### config.mk
export PLATFORM = sky130hd
export DESIGN_NAME = jtbubl_snd_comm
export DESIGN_NICKNAME = d
export VERILOG_FILES = /design/src/rtl/jtbubl_pkg.sv /design/src/rtl/jtbubl_edge.sv /design/src/rtl/jtbubl_snd_comm.sv
export SDC_FILE = /design/constraint.sdc
export NUM_CORES = 1
export LEC_CHECK = 0
export CORE_ASPECT_RATIO = 1.25
export CORE_MARGIN = 3
export CORE_UTILIZATION = 47
export DETAILED_ROUTE_END_ITERATION = 16
export PLACE_DENSITY_LB_ADDON = 0.05
export SLEW_MARGIN = 20
export SYNTH_ARGS = -nofsm -noshare
export SYNTH_HDL_FRONTEND = slang
export SYNTH_SLANG_ARGS = --single-unit
### constraint.sdc
create_clock -name clk -period 1.7 [get_ports clk]
set_clock_uncertainty 0.05 [all_clocks]
set_input_delay 0.34 -clock clk [delete_from_list [all_inputs] [get_ports clk]]
set_output_delay 0.34 -clock clk [all_outputs]
set_load 0.01 [all_outputs]
### src/rtl/jtbubl_pkg.sv
// Shared definitions for the Bubble Bobble sound-communication block:
// register map of the main-CPU window and status-byte bit positions.
package jtbubl_pkg;

    typedef enum logic [1:0] {
        REG_CMD  = 2'd0,
        REG_STAT = 2'd1,
        REG_CTRL = 2'd2,
        REG_CLR  = 2'd3
    } reg_addr_e;

    localparam int unsigned ST_MAIN_FLAG  = 0;
    localparam int unsigned ST_SND_PEND   = 1;
    localparam int unsigned ST_REPLY_LOST = 2;
    localparam int unsigned ST_OVR_LSB    = 4;

    localparam logic [7:0] RD_UNUSED = 8'hFF;

endpackage

### src/rtl/jtbubl_edge.sv
// Registered rising-edge detector.
module jtbubl_edge (
    input  logic clk,
    input  logic rst,
    input  logic din,
    output logic rise
);

    logic prev_q;
    logic prev_d;

    // Next value of the history register is simply the current input
    always_comb begin
        prev_d = din;
    end

    // Keep one cycle of input history
    always_ff @(posedge clk) begin
        if (rst) prev_q <= 1'b0;
        else     prev_q <= prev_d;
    end

    assign rise = din & ~prev_q;

endmodule

### src/rtl/jtbubl_snd_comm.sv
// Main-CPU <-> sound-CPU mailbox: command latch, reply latch with flags,
// overrun/lost tracking and a stretched sound-subsystem reset.
module jtbubl_snd_comm
    import jtbubl_pkg::*;
#(
    parameter int unsigned RST_LEN = 16,
    parameter int unsigned OVR_W   = 4
) (
    input  logic       clk,
    input  logic       rst,
    input  logic       main_cs,
    input  logic [1:0] main_addr,
    input  logic       main_wr,
    input  logic       main_rd,
    input  logic [7:0] main_dout,
    output logic [7:0] main_din,
    output logic [7:0] snd_latch,
    output logic       snd_stb,
    input  logic       snd_flag,
    input  logic [7:0] main_latch,
    input  logic       main_stb,
    output logic       main_flag,
    output logic       rstn
);

    localparam int unsigned HW = (RST_LEN < 1) ? 1 : $clog2(RST_LEN + 1);

    logic [7:0]    snd_latch_q,  snd_latch_d;
    logic          snd_stb_q,    snd_stb_d;
    logic          main_flag_q,  main_flag_d;
    logic [7:0]    reply_q,      reply_d;
    logic          reply_lost_q, reply_lost_d;
    logic [OVR_W-1:0] ovr_q,     ovr_d;
    logic [7:0]    main_din_q,   main_din_d;
    logic          reset_req_q,  reset_req_d;
    logic [HW-1:0] hold_q,       hold_d;

    reg_addr_e  addr;
    logic       cmd_wr, ctrl_wr, clr_wr, rd_en;
    logic       stb_rise, reply_set, rstn_int;
    logic [3:0] ovr4;
    logic [7:0] status;

    jtbubl_edge u_stb_edge (
        .clk  (clk),
        .rst  (rst),
        .din  (main_stb),
        .rise (stb_rise)
    );

    generate
        if (OVR_W >= 4) begin : g_ovr_trunc
            assign ovr4 = ovr_q[3:0];
        end else begin : g_ovr_ext
            assign ovr4 = {{(4 - OVR_W){1'b0}}, ovr_q};
        end
    endgenerate

    // Decode bus strobes, build the status byte and compute next state
    always_comb begin
        addr      = reg_addr_e'(main_addr);
        cmd_wr    = main_cs & main_wr & (addr == REG_CMD);
        ctrl_wr   = main_cs & main_wr & (addr == REG_CTRL);
        clr_wr    = main_cs & main_wr & (addr == REG_CLR);
        rd_en     = main_cs & main_rd;
        rstn_int  = ~(reset_req_q | (hold_q != '0));
        reply_set = stb_rise & rstn_int;

        status                = '0;
        status[ST_OVR_LSB +: 4] = ovr4;
        status[ST_REPLY_LOST] = reply_lost_q;
        status[ST_SND_PEND]   = ~snd_flag;
        status[ST_MAIN_FLAG]  = main_flag_q;

        snd_latch_d  = cmd_wr ? main_dout : snd_latch_q;
        snd_stb_d    = cmd_wr & rstn_int;

        ovr_d = ovr_q;
        if (clr_wr)
            ovr_d = '0;
        else if (cmd_wr && !snd_flag && (ovr_q != '1))
            ovr_d = ovr_q + OVR_W'(1);

        // A reply arriving in the same cycle as a CMD read keeps the flag set
        reply_d      = reply_set ? main_latch : reply_q;
        reply_lost_d = clr_wr ? 1'b0 : (reply_lost_q | (reply_set & main_flag_q));
        main_flag_d  = main_flag_q;
        if (reply_set)
            main_flag_d = 1'b1;
        else if (rd_en && addr == REG_CMD)
            main_flag_d = 1'b0;

        main_din_d = main_din_q;
        if (rd_en) begin
            unique case (addr)
                REG_CMD:  main_din_d = reply_q;
                REG_STAT: main_din_d = status;
                default:  main_din_d = RD_UNUSED;
            endcase
        end

        reset_req_d = ctrl_wr ? main_dout[0] : reset_req_q;
        hold_d      = hold_q;
        if (ctrl_wr && main_dout[0] && !reset_req_q)
            hold_d = HW'(RST_LEN);
        else if (hold_q != '0)
            hold_d = hold_q - HW'(1);
    end

    // State registers; reset requests a fresh sound-CPU reset hold
    always_ff @(posedge clk) begin
        if (rst) begin
            snd_latch_q  <= '0;
            snd_stb_q    <= 1'b0;
            main_flag_q  <= 1'b0;
            reply_q      <= '0;
            reply_lost_q <= 1'b0;
            ovr_q        <= '0;
            main_din_q   <= '0;
            reset_req_q  <= 1'b1;
            hold_q       <= HW'(RST_LEN);
        end else begin
            snd_latch_q  <= snd_latch_d;
            snd_stb_q    <= snd_stb_d;
            main_flag_q  <= main_flag_d;
            reply_q      <= reply_d;
            reply_lost_q <= reply_lost_d;
            ovr_q        <= ovr_d;
            main_din_q   <= main_din_d;
            reset_req_q  <= reset_req_d;
            hold_q       <= hold_d;
        end
    end

    assign main_din  = main_din_q;
    assign snd_latch = snd_latch_q;
    assign snd_stb   = snd_stb_q;
    assign main_flag = main_flag_q;
    assign rstn      = rstn_int;

endmodule

==> qor.yml, run 1 <==
outcome:
  outcome: "finished, violations left"
  violations: "negative setup slack"
logic_synthesis:
  synthTopCellsByCount: "dfxtp_1 (38), a21oi_1 (21), nand2_1 (18)"
  synthAdderAreaFrac_pct: 1.547
  yosys_warnings: 0
  ys.flop_type: "dfxtp_1"
  netlist.area_leader.share_pct: 47.02
  synth.most_common_cell: "dfxtp_1"
  synth_compound_area_share_pct: 16.94
  muxShareOfSynthArea_pct: 4.176
  synth_nets: 207
  avgSynthCellArea_sq_um: 8.988
  synth_top_family_by_area: "simple AND/OR/NAND/NOR gates"
  syn_area_sq_mm: 0.001618
  synth_top_cell_by_area: "dfxtp_1"
  syn-instance-count: 180
  synth-edff-count: 0
  yosysUniqueCellTypes: 42
  async_flop_share_pct: 0
  synthSimpleGateAreaFrac_pct: 24.59
  ys_top_cells_by_area: "dfxtp_1 (47%), a21oi_1 (6.5%), nand2_1 (4.2%), mux2_2 (4.2%), nand4_1 (3.5%)"
  synthXorXnorAreaFrac_pct: 1.083
  yosysSeqAreaShare_pct: 47.02
  synth-seq-cells: 38
timing:
  slew_headroom_pct: 75.15
  whs_ns: 0.4094
  tns_ns: -0.1721
  fin_crit_sh_pct: 110.1
  fin_ws_ns: -0.1721
  setup_viol: 1
  hold_viol: 0
  max_freq_mhz: 534.1
  period_minus_slack_ns: 1.872
  rsz0062_at_grt: "true"
  tightest_slew_ns: 0.3724
  slew_violations: 0
worst_setup_path:
  path_class: "register to output port"
  cp.required_ns: 1.31
  arrival_ns: 1.48
  max_stage_delay_ns: 0.46
  cp-end-kind: "output port"
  critPathSlowestCell: "or4b_4"
  crit_path_start_kind: "register"
  crit_fanout: 2
  worstPathCellList: "inv_2, ha_4, or4b_4, nor2_2, buf_2"
global_routing:
  grt_use_total_pct: 21.93
  grt_start_max_net_pins: 19
  grt_pass1_vias: 1573
  grt-ovfl-total: 0
  antenna_found_initial: 0
  grt_pass1_wl_mm: 7.113
clocking:
  path_clk_slew_ns: 0.07
  clock_latency_ns: 0.30
  clock_tree.htree_level_count: 2
  cts_buffer_depth: 2
  root_buffer: "clkbuf_8"
  cts_tree: "built"
  postCtsHoldBufs: 0
  cts_made_buffers: 5
  cts.sinks: 38
detailed_routing:
  routedWlPerCell_um: 15.06
  drt_pass1_iterations: 4
  ant_nets: 0
  via_per_inst: 5.603
  vias: 1552
  drc: 0
  dr.first_iter.drc_count: 56
  wirelength_mm: 4.172
floorplanning:
  core_sq_mm: 0.003252
  rows: 23
  initial_utilization_pct: 49.75
  die_h_um: 71.60
  die_area_sq_mm: 0.004187
  ios: 44
  die_w_um: 58.48
final_layout:
  fin_nets: 266
  area_growth_pct: 43.47
  final_util_pct: 71.37
  n_antenna_cell: 0
  drive_gt1_share_pct: 20.42
power_and_ir_drop:
  ir_drop_uv: 864.7
  pwr_density_cell_mw_per_mm2: 966.1
  p_leak_uw: 0.0008563
place:
  place_congestion: 0.7909
  port_buffers: 43
  hpwlAfterDp_mm: 3.130
hold_path:
  hold_path_class: "register to register"
flow_run:
  maxCapViolCount: 0
## power breakdown
part | internal (uW) | switching [uW] | total (uW)
clock | 326 | 329 | 655
sequential | 960 | 41.0 | 1000
combinational | 323 | 263 | 586
total | 1610 | 633 | 2240
## cells in the final DEF, fill, tap and decap left out, drive strengths merged, types with 3 or more instances in the layout
| master | synthesis | routed |
|---|---|---|
| nor2 | 14 | 14 |
| nand2 | 18 | 18 |
| dfxtp | 38 | 38 |
| o22ai | 6 | 6 |
| clkdlybuf4s50 | 0 | 42 |
| nand4 | 9 | 9 |
| nor3 | 7 | 7 |
| a21oi | 21 | 21 |
| nor2b | 4 | 4 |
| inv | 5 | 5 |
| mux2 | 6 | 6 |
| buf | 6 | 22 |
| a211oi | 3 | 3 |
| o21ai | 8 | 8 |
| o31ai | 3 | 3 |
| clkbuf | 6 | 6 |
## critical path, delay by kind of cell, from the launching register on
kind                       cells  cell delay, ns
adders and majority gates      1            0.12
buffers and inverters          2            0.20
DFF                            1            0.33
and+or+nand+nor                2            0.54
## cells by family after synthesis
logic type | Yosys count
XOR/XNOR | 2
AND/OR/NAND/NOR | 69
flip-flops | 38
multiplexers | 6
AO/OA/AOI/OAI | 46
adder cells (fa/ha/maj) | 2
buffers and inverters | 17
## registers in the layout, indices dropped and copies added (netlist names)
signal,count
reply_lost_q,1
snd_latch,8
reply_q,8
ovr4,4
main_flag,1
main_din,8
reset_req_q,1
snd_stb,1
hold_q,5
u_stb_edge.prev_q,1
## what timing repair did
item	CTS	global route
pin swaps	1	0
resized for setup	9	2
endpoints found under the setup margin	4	3
setup buffers	1	0
## final timing paths
kind                        startpoint                        end  slack, ns  cells past startpoint
max             hold_q[0]$_SDFFE_PP0P_                       rstn      -0.17                      5
min          snd_latch[0]$_SDFFE_PP0N_  snd_latch[0]$_SDFFE_PP0N_       0.41                      2
max reg2reg     hold_q[0]$_SDFFE_PP0P_    reply_q[0]$_SDFFE_PP0P_       0.11                      6
min reg2reg  snd_latch[0]$_SDFFE_PP0N_  snd_latch[0]$_SDFFE_PP0N_       0.41                      2
## per-layer routing
layer	share of wire, %	global-route usage (%)
met1	42	25.34
met5	0	0
met3	5.1	5.766
met4	2.3	10.82
met2	50	36.77
## through the flow
stage	setup slack [ns]	instance area (sq um)	power, uW	cells
3_3_place_gp	-0.3392	2203	1526	268
4_1_cts	-0.1844	2315	2252	277
6_report	-0.1721	2321	2242	277
5_1_grt	-0.2350	2321	2348	277
2_1_floorplan	0.0001029	1620	1305	180
3_5_place_dp	-0.3969	2203	1565	268
## cell type report
class,count,area (sq um)
sequential,38,762.0
multi-input combinational,125,803.3
inverter,5,18.77
clock buffer,6,82.58
timing repair buffer,64,595.6
clock inverter,2,12.51
tap,37,46.29
fill,262,930.9
Note: power is estimated with default switching activity, not from simulation.
==> inputs of run 2 (changes only) <==
- CTS_CLUSTER_DIAMETER: not set -> 40
==> results of run 2 <==
No change in the layout: final DEF, timing and power equal those of run 1.
==> patch: new RTL, config.mk and constraints of run 1 <==
`RST_LEN`: 16 -> 8.
--- a/src/rtl/jtbubl_snd_comm.sv
+++ b/src/rtl/jtbubl_snd_comm.sv
@@ -4,5 +4,5 @@
     import jtbubl_pkg::*;
 #(
-    parameter int unsigned RST_LEN = 16,
+    parameter int unsigned RST_LEN = 8,
     parameter int unsigned OVR_W   = 4
 ) (
Formal check against the unedited RTL: not equivalent (a bounded check fails within 10 cycles, from zero or initial values and one cycle with rst high).
==> patch against run 1 <==
Setup slack gained 0.26 ns; first-iteration DRC count decreased by 73%; cell area up 1.6%; routed wire length is 8.0% lower; synthesized area barely moved; sequential cell count fell by 1; total power is 4.5% lower; fmax grew 16%; register-to-register slack better by 0.03 ns; largest power group unchanged.
==> patch: results (changes against run 1) <==
- Final nets: 259 (-2.6%)
- Post-synthesis area per instance: 9.344 um^2 (+4.0%)
- CP max stage cell: clkdlybuf4s50_1
- Detailed-placement wirelength estimate: 2925 um (-6.6%)
- Final cycle utilization of the critical path: 94.66% (-15 points)
- Distinct cell type count of the synthesized netlist: 41 (-2.4%)
- Routability congestion estimate: 0.7739 (-2.1%)
- Area share of fa/ha/maj cells after synthesis: 2.322% (+0.78 points)
- Post-Place Setup Slack: -0.2181 ns (+0.1787 ns)
- Dominant cells by area after synthesis: dfxtp_1 (46%), nand2b_1 (6.2%), mux2i_1 (5.6%)
- Vias post-DR: 1442 (-7.1%)
- Maximum resistive drop on vdd: 936.4 uV (+8.3%)
- Peak per-stage delay on the critical path: 0.55 ns (+0.09 ns)
- Leading cell types by count after synthesis: dfxtp_1 (37), nand2_1 (18), nand2b_1 (16)
- Register area share after synthesis: 45.82% (-1.2 points)
- Area share of xor/xnor cells in the synthesized design: 1.084% (about the same)
- Transition time of the tightest slew-check pin: 0.3137 ns (-0.05861 ns)
- Fin cells: 269 (-2.9%)
- Wire length of the first global-routing pass: 6389 um (-10%)
- Mapped Nets: 201 (-2.9%)
- Area fraction in compound gates after synthesis: 12.69% (-4.2 points)
- Multiplexer area fraction after synthesis: 9.752% (+5.6 points)
- Final Hold Slack: 0.4060 ns (-0.003362 ns)
- Result of the run: completed
- Share of cells above drive strength 1: 18.10% (-2.3 points)
- Largest fanout on the critical path: 4 (+2)
- Pin count of the biggest net entering global routing: 27 (+8)
- Number of filler instances in the final layout: 268 (+2.3%)
- Initial DRC Count: 15 (-73%)
- Kind of cell adding the most delay to the critical path: buffers and inverters
## patch: changes by cell type in the layout (fill, tap and decap cells not counted), sizes merged, moves of 2 or more
cell    change
nor2        -2
nor3        -5
nand2b     +16
mux2i       +9
and3        +2
a21oi      -10
o21ai       -8
nor2b       -2
buf         -2
nand4       -9
## patch: cell type report
type	count	area share, %
inverter	6	0.9549
timing repair buffer	62	25.15
clock inverter	1	0.2122
sequential	37	31.46
multi-input combinational	119	36.18
clock buffer	7	4.085
tap	37	1.963
## patch: timing repair
item / in CTS / in global routing
setup buffers: 0 / 0
setup endpoints to repair: 1 / 11
resized for setup: 5 / 8
## patch: metrics by stage
| step | power (uW) | cell area [um^2] | util, % |
|---|---|---|---|
| final | 2142 | 2359 | 72.53 |
| after global routing | 2259 | 2359 | 72.53 |
| after CTS | 2132 | 2317 | 71.26 |
| after detailed placement | 1446 | 2212 | 68.03 |
| after global placement | 1420 | 2212 | 68.03 |
| after floorplan | 1216 | 1617 | - |
## patch: path summary, 6_finish.rpt
path / from / endpoint / cells after the start
setup / recovery: main_flag / main_flag / 1
hold / removal: snd_latch[1] / snd_latch[1] / 2
setup reg to reg: ovr4[0] / ovr4[1] / 4
hold reg to reg: snd_latch[1] / snd_latch[1] / 2
## patch: logic make-up (layout without fill, tap and decap cells)
kind of cell | count (synthesis) | count (layout)
buffers and inverters | 17 | 76
AOI/OAI and AO/OA | 31 | 31
adders and majority gates | 3 | 3
xor gates and xnor gates | 2 | 2
and+or+nand+nor | 68 | 68
muxes | 15 | 15
DFF | 37 | 37
## patch: layer usage
layer	up-vias	track usage (%)	wire length, um
met1	681	22.27	1587
met3	4	7.207	211
met4	0	9.021	40
met5	-	0	0
li1	720	-	-
met2	37	33.66	2001
## patch: power by group through the flow
stage / clock network, uW / registers (uW) / logic (uW)
after floorplan: 0 / 993 / 223
after global placement: 0 / 987 / 433
after detailed placement: 0 / 992 / 454
after CTS: 690 / 978 / 463
after global routing: 735 / 991 / 533
final: 674 / 984 / 484
